## config.mk

```make
export PLATFORM = sky130hd
export DESIGN_NAME = regfile_sb_flat
export DESIGN_NICKNAME = d
export VERILOG_FILES = /design/src/rtl/regfile_pkg.sv /design/src/rtl/regfile_sb_if.sv /design/src/rtl/regfile_scoreboard.sv /design/src/rtl/regfile_sb.sv /design/src/flat_wrapper.sv
export SDC_FILE = /design/constraint.sdc
export NUM_CORES = 2
export LEC_CHECK = 0
export CORE_ASPECT_RATIO = 0.7
export CORE_UTILIZATION = 50
export DETAILED_ROUTE_END_ITERATION = 10
export GPL_TIMING_DRIVEN = 0
export HOLD_SLACK_MARGIN = 0.12
export PLACE_DENSITY = 0.75
export SYNTH_ARGS = -nofsm -noshare
export SYNTH_HDL_FRONTEND = slang
export SYNTH_HIERARCHICAL = 1
export SYNTH_SLANG_ARGS = --single-unit
export TNS_END_PERCENT = 50
```

## constraint.sdc

```tcl
create_clock -name clk -period 6.1 [get_ports clk]
set_input_delay 1.22 -clock clk [delete_from_list [all_inputs] [get_ports clk]]
set_output_delay 1.22 -clock clk [all_outputs]
set_load 0.005 [all_outputs]
```

## src/rtl/regfile_pkg.sv

```systemverilog
// Shared sizing helpers for the register file and its busy scoreboard.
package regfile_pkg;

  function automatic int calc_aw(input int depth);
    return $clog2(depth);
  endfunction

  function automatic int calc_cw(input int depth);
    return $clog2(depth + 1);
  endfunction

  // LSB of read port `port` inside a packed bus of `w`-bit fields
  function automatic int rd_lsb(input int port, input int w);
    return port * w;
  endfunction

endpackage

```

## src/rtl/regfile_sb_if.sv

```systemverilog
// Register-file bus: read ports, write-back, claim/flush and busy count.
interface regfile_sb_if
  import regfile_pkg::*;
#(
  parameter int WIDTH = 32,
  parameter int DEPTH = 32,
  parameter int NREAD = 2
);
  localparam int AW = calc_aw(DEPTH);
  localparam int CW = calc_cw(DEPTH);

  logic [NREAD*AW-1:0]    rd_addr;
  logic [NREAD*WIDTH-1:0] rd_data;
  logic [NREAD-1:0]       rd_busy;
  logic                   we;
  logic [AW-1:0]          wa;
  logic [WIDTH-1:0]       wd;
  logic                   claim;
  logic [AW-1:0]          ca;
  logic                   flush;
  logic [CW-1:0]          busy_cnt;

  modport master (
    output rd_addr, we, wa, wd, claim, ca, flush,
    input  rd_data, rd_busy, busy_cnt
  );

  modport slave (
    input  rd_addr, we, wa, wd, claim, ca, flush,
    output rd_data, rd_busy, busy_cnt
  );

endinterface

```

## src/rtl/regfile_scoreboard.sv

```systemverilog
// Per-register busy flags with an incrementally maintained popcount.
module regfile_scoreboard
  import regfile_pkg::*;
#(
  parameter int DEPTH    = 32,
  parameter int ZERO_REG = 1,
  localparam int AW      = calc_aw(DEPTH),
  localparam int CW      = calc_cw(DEPTH)
) (
  input  logic             clk,
  input  logic             rst_n,
  input  logic             we,
  input  logic [AW-1:0]    wa,
  input  logic             claim,
  input  logic [AW-1:0]    ca,
  input  logic             flush,
  output logic [DEPTH-1:0] busy,
  output logic [CW-1:0]    busy_cnt
);

  logic             wr_clr;
  logic             clm;
  logic             inc;
  logic             dec;
  logic [DEPTH-1:0] busy_nxt;
  logic [CW-1:0]    cnt_nxt;

  assign wr_clr = we && !((ZERO_REG != 0) && (wa == '0));
  assign clm    = claim && !((ZERO_REG != 0) && (ca == '0));

  // A same-address claim keeps the bit set, so the write must not decrement
  assign inc = clm && !busy[ca];
  assign dec = wr_clr && busy[wa] && !(clm && (ca == wa));

  always_comb begin
    busy_nxt = busy;
    cnt_nxt  = busy_cnt + CW'(inc) - CW'(dec);
    if (wr_clr) busy_nxt[wa] = 1'b0;
    if (clm)    busy_nxt[ca] = 1'b1;
    if (flush) begin
      busy_nxt = '0;
      cnt_nxt  = '0;
    end
  end

  always_ff @(posedge clk) begin
    if (!rst_n) begin
      busy     <= '0;
      busy_cnt <= '0;
    end else begin
      busy     <= busy_nxt;
      busy_cnt <= cnt_nxt;
    end
  end

endmodule

```

## src/rtl/regfile_sb.sv

```systemverilog
// Multi-read-port register file with write-through bypass and busy scoreboard.
module regfile_sb
  import regfile_pkg::*;
#(
  parameter int WIDTH    = 32,
  parameter int DEPTH    = 32,
  parameter int NREAD    = 2,
  parameter int BYPASS   = 1,
  parameter int ZERO_REG = 1
) (
  input logic         clk,
  input logic         rst_n,
  regfile_sb_if.slave bus
);

  localparam int AW = calc_aw(DEPTH);

  logic [WIDTH-1:0]       rf [DEPTH];
  logic [DEPTH-1:0]       busy;
  logic                   wr_en;
  logic [NREAD*WIDTH-1:0] rd_data_v;
  logic [NREAD-1:0]       rd_busy_v;

  assign wr_en = bus.we && !((ZERO_REG != 0) && (bus.wa == '0));

  always_ff @(posedge clk) begin
    if (!rst_n) begin
      for (int i = 0; i < DEPTH; i++) rf[i] <= '0;
    end else if (wr_en) begin
      rf[bus.wa] <= bus.wd;
    end
  end

  for (genvar g = 0; g < NREAD; g++) begin : g_rd
    logic [AW-1:0]    addr;
    logic [WIDTH-1:0] data;
    logic             bsy;

    assign addr = bus.rd_addr[rd_lsb(g, AW) +: AW];

    // Bypassed data reports not-busy since the write-back releases the register
    always_comb begin
      data = rf[addr];
      bsy  = busy[addr];
      if ((ZERO_REG != 0) && (addr == '0)) begin
        data = '0;
        bsy  = 1'b0;
      end else if ((BYPASS != 0) && bus.we && (bus.wa == addr)) begin
        data = bus.wd;
        bsy  = 1'b0;
      end
    end

    assign rd_data_v[rd_lsb(g, WIDTH) +: WIDTH] = data;
    assign rd_busy_v[g]                         = bsy;
  end

  assign bus.rd_data = rd_data_v;
  assign bus.rd_busy = rd_busy_v;

  regfile_scoreboard #(
    .DEPTH    (DEPTH),
    .ZERO_REG (ZERO_REG)
  ) u_sb (
    .clk      (clk),
    .rst_n    (rst_n),
    .we       (bus.we),
    .wa       (bus.wa),
    .claim    (bus.claim),
    .ca       (bus.ca),
    .flush    (bus.flush),
    .busy     (busy),
    .busy_cnt (bus.busy_cnt)
  );

endmodule

```

## src/flat_wrapper.sv

```systemverilog
// flat-port wrapper written by rule: the top's interface ports become plain ports
module regfile_sb_flat import regfile_pkg::*;
#(
  parameter int WIDTH    = 32,
  parameter int DEPTH    = 32,
  parameter int NREAD    = 2,
  parameter int BYPASS   = 1,
  parameter int ZERO_REG = 1
)
  (clk, rst_n, bus_rd_addr, bus_we, bus_wa, bus_wd, bus_claim, bus_ca, bus_flush, bus_rd_data, bus_rd_busy, bus_busy_cnt);
  regfile_sb_if #(.WIDTH(WIDTH), .DEPTH(DEPTH), .NREAD(NREAD)) bus_i ();
  input logic clk;
  input logic rst_n;
  input wire logic [$bits(bus_i.rd_addr)-1:0] bus_rd_addr;
  input wire logic [$bits(bus_i.we)-1:0] bus_we;
  input wire logic [$bits(bus_i.wa)-1:0] bus_wa;
  input wire logic [$bits(bus_i.wd)-1:0] bus_wd;
  input wire logic [$bits(bus_i.claim)-1:0] bus_claim;
  input wire logic [$bits(bus_i.ca)-1:0] bus_ca;
  input wire logic [$bits(bus_i.flush)-1:0] bus_flush;
  output wire logic [$bits(bus_i.rd_data)-1:0] bus_rd_data;
  output wire logic [$bits(bus_i.rd_busy)-1:0] bus_rd_busy;
  output wire logic [$bits(bus_i.busy_cnt)-1:0] bus_busy_cnt;
  assign bus_i.rd_addr = bus_rd_addr;
  assign bus_i.we = bus_we;
  assign bus_i.wa = bus_wa;
  assign bus_i.wd = bus_wd;
  assign bus_i.claim = bus_claim;
  assign bus_i.ca = bus_ca;
  assign bus_i.flush = bus_flush;
  assign bus_rd_data = bus_i.rd_data;
  assign bus_rd_busy = bus_i.rd_busy;
  assign bus_busy_cnt = bus_i.busy_cnt;
  regfile_sb #(.WIDTH(WIDTH), .DEPTH(DEPTH), .NREAD(NREAD), .BYPASS(BYPASS), .ZERO_REG(ZERO_REG)) u_core (.clk(clk), .rst_n(rst_n), .bus(bus_i));
endmodule
```

After elaboration in Yosys (flattened, before gate mapping)
Memory sizes are Yosys's and may differ from the RTL's.
Cells that the tools add are included.
Storage, ports and cells
  bits in registers: 38
  RAM bits: 1024
  output and inout port bits: 72
  logic and storage cells: 67
  memories kept: 1
Operators by class
  add/sub/neg operators: 2
  $lt $le $gt $ge: 6
  equal/unequal tests: 3
  muxes and demuxes: 29
  bitwise logic cells: 4
  reduce and logical (&&, ||, !) cells: 20
Memories
  u_core.rf: words 32, bits a word 32, read ports 2, clocked after memory_dff 0, write ports 32, RTL line regfile_sb.sv:18  | logic [WIDTH-1:0] rf [DEPTH];
Operator list (count)
  $mux W32: 7
  $and A32 B32 Y32: 1
  $not A32 Y32: 1
  $or A32 B32 Y32: 1
  $reduce_or A32 Y1: 1
  $lt A5 B6 Y1 const B: 4
  $bmux W1 S5: 4
  $logic_not A5 Y1: 4
  $eq A5 B5 Y1: 3
  $mux W1: 15
  $demux W1 S5: 2
  $ge A5 B1 Y1 const B: 2
  $logic_and A1 B1 Y1: 10
  $add A6 B1 Y6: 1
  $sub A6 B1 Y6: 1
  $mux W5: 1
  $logic_not A1 Y1: 4
  $reduce_or A2 Y1: 1
  $not A1 Y1: 1

Longest topological paths before layout
  word-level depth: 9
  depth in mapped cells: 16
  mapped depth without buffers: 14

Hierarchy
Netlist, hierarchy kept.
Modules (own cells, without submodules)
  regfile_sb: times used 1, cells each 3808, area each 55808.5 µm², sequential area each 30749.5 µm²
  regfile_scoreboard: times used 1, cells each 277, area each 2293.4 µm², sequential area each 760.7 µm²

Least setup slack after synthesis
No wires, ideal clock.
  path type: input -> register
  start: input bus_wa[2]
  end: memory u_core.rf[10][0] (enable)
  library setup time: 0.466 ns
  arrival: 4.311 ns
  data required time: 5.634 ns
  setup slack: 1.323 ns
  stages on the path: 4
  path through: buf_2 -> or3b_2 -> clkbuf_1 -> o21ai_0
RTL lines
  from (decl): RTL line flat_wrapper.sv:16  | input wire logic [$bits(bus_i.wa)-1:0] bus_wa;
  to (decl): RTL line regfile_sb.sv:18

Final worst setup path
  start: input bus_rd_addr[4]
  end: output bus_rd_data[27]
Between the ends
  cells in the longest elaborated chain, start to end: 4
  elaborated cells between the ends (all ways): 6
  those cells by class: eq/ne (1); mux (2); reduce/logical (2); memory (1)
Ends and longest elaborated chain
  from (decl): RTL line flat_wrapper.sv:14  | input wire logic [$bits(bus_i.rd_addr)-1:0] bus_rd_addr;
  branches (longest 3 deep; another with $mem_v2 Z32 W32)
  $mux W32 (*): RTL line regfile_sb.sv:45  | if ((ZERO_REG != 0) && (addr == '0)) begin
  to (decl): RTL line flat_wrapper.sv:21  | output wire logic [$bits(bus_i.rd_data)-1:0] bus_rd_data;
Every way passes the cells marked *.

==> metrics.cfg <==
[yosys]
avgSynthCellArea_um2 = 14.2
ys_warn_count = 6
synth_edf_count = 1024
netlist.area_leader.share = 0.529
yosysTopAreaCell = edfxtp_1
syn_inst = 4085
ys_top_cells_by_area = edfxtp_1, mux4_2, and2_1
yosys_most_used_dff = edfxtp_1
synth_cell_types = 65
async_flop_share = 0
synth_area_um2 = 58100
ys_seq_elements = 1062
synth_seq_area_share = 0.542

[place]
place_congestion = 1.06
io_buffers = 124
dpl_cell_area_um2 = 62400
post-dp-hpwl_um = 167000
dp.cells = 5811

[clock_network]
htree_levels = 3
cts.clk_slew.worst_paths_ns = 0.06
cts_num_sinks = 1062
tritoncts = done
cts_setup_buffers = 0
clk_latency_ns = 0.71
cts_max_path_buffers = 3
cts_root_buf = clkbuf_16
numCtsBuffers = 104

[sta]
finalHoldViolCount = 0
fmax_ghz = 0.157
worst_slack_ns = -0.282
setup_viol = 19
finalClockSkew_ns = 0.00463
relSlewSlack = 0.0542
rsz0062_at_grt = true
holdWs_ns = 0.536
tightest_slew_ns = 1.42
fin_crit_sh = 1.05
fin_crit_ns = 6.38
report.final.slew_viol_count = 0

[setup_path]
crit_path_start_kind = input pin
path_max_fanout = 10
cp_data_arrival_time_ns = 5.16
timing_worst_setup_path_type = input pin to output pin
crit_path_frequent_cell = clkdlybuf4s50_1
max_stage_delay_ns = 1.07
crit_slowest_cell = buf_1
r2r_slack_ns = 2.96
required_ns = 4.88
cp-end-kind = output pin
crit_chain = clkdlybuf4s50_1, buf_2, nor2_1, buf_1, a22oi_1, a21oi_1, a221o_1, clkdlybuf4s50_1

[finish]
multiInputGateArea_um2 = 24900
regArea_um2 = 31500
final_cell_mix = edfxtp_1, and2_1, mux4_2
area_growth_pct = 13.3
stdcell_area_um2 = 65900
final_common_cell = edfxtp_1
final_util = 0.573
nets = 4442
finalNonFillerCells = 6004
drive_gt1_frac = 0.198
nFillCells = 8992

[floorplan]
core_um2 = 115000
die_w_um = 409
dieArea_um2 = 118000
die_y_um = 287
ioPinCount = 129
floorplan.initialDensity = 0.505
num_rows = 104

[global_routing]
gr-total-overflow = 0
grt_pass1_vias = 40269
grt_max_degree = 23
grt_first_pass_wirelength_um = 309000
antenna_found_initial = 10
gr-usage-all-layers = 0.381

[routing]
finalWirelength_um = 227000
drt_pass1_iterations = 9
ant_nets = 0
drt-initial-drc-count = 9306
route.detailed.drc = 0
post_drt_wl_per_cell_um = 37.9
viasPerCell = 7.18
vias = 43134

[power_and_ir_drop]
clkPwrFrac = 0.359
switchingPower_uw = 4670
p_int_uw = 12800
power_leakage_uw = 0.0227
p_per_area_nw_per_um2 = 266
p_comb_frac = 0.150
vdd_drop_max_mv = 0.216
total_power_uw = 17500
p_seq_frac = 0.491
swShare = 0.267

[min_path]
hold_class = flop to flop

[run_status]
status = complete, but fails checks
violations = negative setup slack

[job]
drv_cap = 0

## layout make-up
cell class / count / area share
Multi-Input combinational cell: 2602 / 0.379
Inverter: 9 / 0.000513
Sequential cell: 1062 / 0.478
Clock inverter: 57 / 0.00610
Clock buffer: 132 / 0.0421
Buffer: 441 / 0.0351
Antenna cell: 6 / 0.000228
Timing Repair Buffer: 158 / 0.0297
Tap cell: 1537 / 0.0292
## synth_stat cells, types with 38 or more instances
| cell type | count |
|---|---|
| o21ai_0 | 81 |
| a211oi_1 | 64 |
| a21oi_1 | 112 |
| nor2_1 | 89 |
| edfxtp_1 | 1024 |
| clkbuf_1 | 301 |
| mux2i_1 | 233 |
| and2_1 | 997 |
| buf_2 | 70 |
| a22oi_1 | 65 |
| nor2b_1 | 42 |
| mux4_2 | 442 |
| o22ai_1 | 51 |
| dfxtp_1 | 38 |
| a22o_1 | 59 |
| nand2_1 | 69 |
## power by group through the flow
| stage | Combinational (uW) | Sequential [uW] | Clock, uW |
|---|---|---|---|
| 4_1_cts | 2500 | 8580 | 6270 |
| 3_3_place_gp | 2370 | 8760 | 0 |
| 3_5_place_dp | 2480 | 8730 | 0 |
| 6_report | 2630 | 8600 | 6280 |
| 5_1_grt | 2630 | 8630 | 6540 |
| 2_1_floorplan | 1380 | 8670 | 0 |
## through the flow
stage / worst slack [ns] / TNS [ns]
after floorplan: 1.32 / 0
after global routing: -0.0961 / -0.202
after CTS: -0.0103 / -0.0103
final: -0.282 / -1.79
after detailed placement: -0.922 / -38.66
after global placement: -2.96 / -2418.92
## routing by layer
layer | global-route usage | vias up | part of all wire
met1 | 0.509 | 21326 | 0.34
met5 | 0 | - | 0.00014
met4 | 0.223 | 4 | 0.074
met2 | 0.517 | 4615 | 0.40
li1 | - | 16334 | -
met3 | 0.163 | 855 | 0.19
## sequential cells by signal (all words and copies together), names as in the netlist
signal,cells
u_core/u_sb/busy_cnt,6
u_core/rf,1024
u_core/u_sb/busy,32
## cells by family (layout without fill, tap and decap cells)
| group | after synthesis | in the layout | share of synthesized area |
|---|---|---|---|
| and+or+nand+nor | 1293 | 1293 | 0.133 |
| DFF | 1062 | 1062 | 0.542 |
| muxes | 690 | 690 | 0.214 |
| AOI/OAI and AO/OA | 561 | 561 | 0.0682 |
| buffers and inverters | 452 | 797 | 0.0380 |
| xor gates and xnor gates | 19 | 19 | 0.00286 |
| adders and majority gates | 7 | 7 | 0.00164 |
| other | 1 | 38 | 0.0000645 |
## timing repair
action / in CTS / in global routing
hold buffers: 0 / 0
resized for setup: 74 / 52
endpoints found under the setup margin: 66 / 59
pin swaps: 0 / 1
endpoints found under the hold margin: 0 / 0
## critical path: cells and delay by family
kind / cells / cell delay (ns)
buffers and inverters: 4 / 2.76
and+or+nand+nor: 1 / 0.25
AOI/OAI and AO/OA: 3 / 0.93
## worst paths after layout
check | from | to | depth (start not counted)
setup / recovery | bus_rd_addr[4] | bus_rd_data[27] | 8
setup reg to reg | u_core/u_sb/busy[14] | u_core/u_sb/busy_cnt[4] | 14
hold / removal | u_core/u_sb/busy[16] | u_core/u_sb/busy[16] | 2
hold reg to reg | u_core/u_sb/busy[16] | u_core/u_sb/busy[16] | 2
Power figures use the tool's default switching activity.
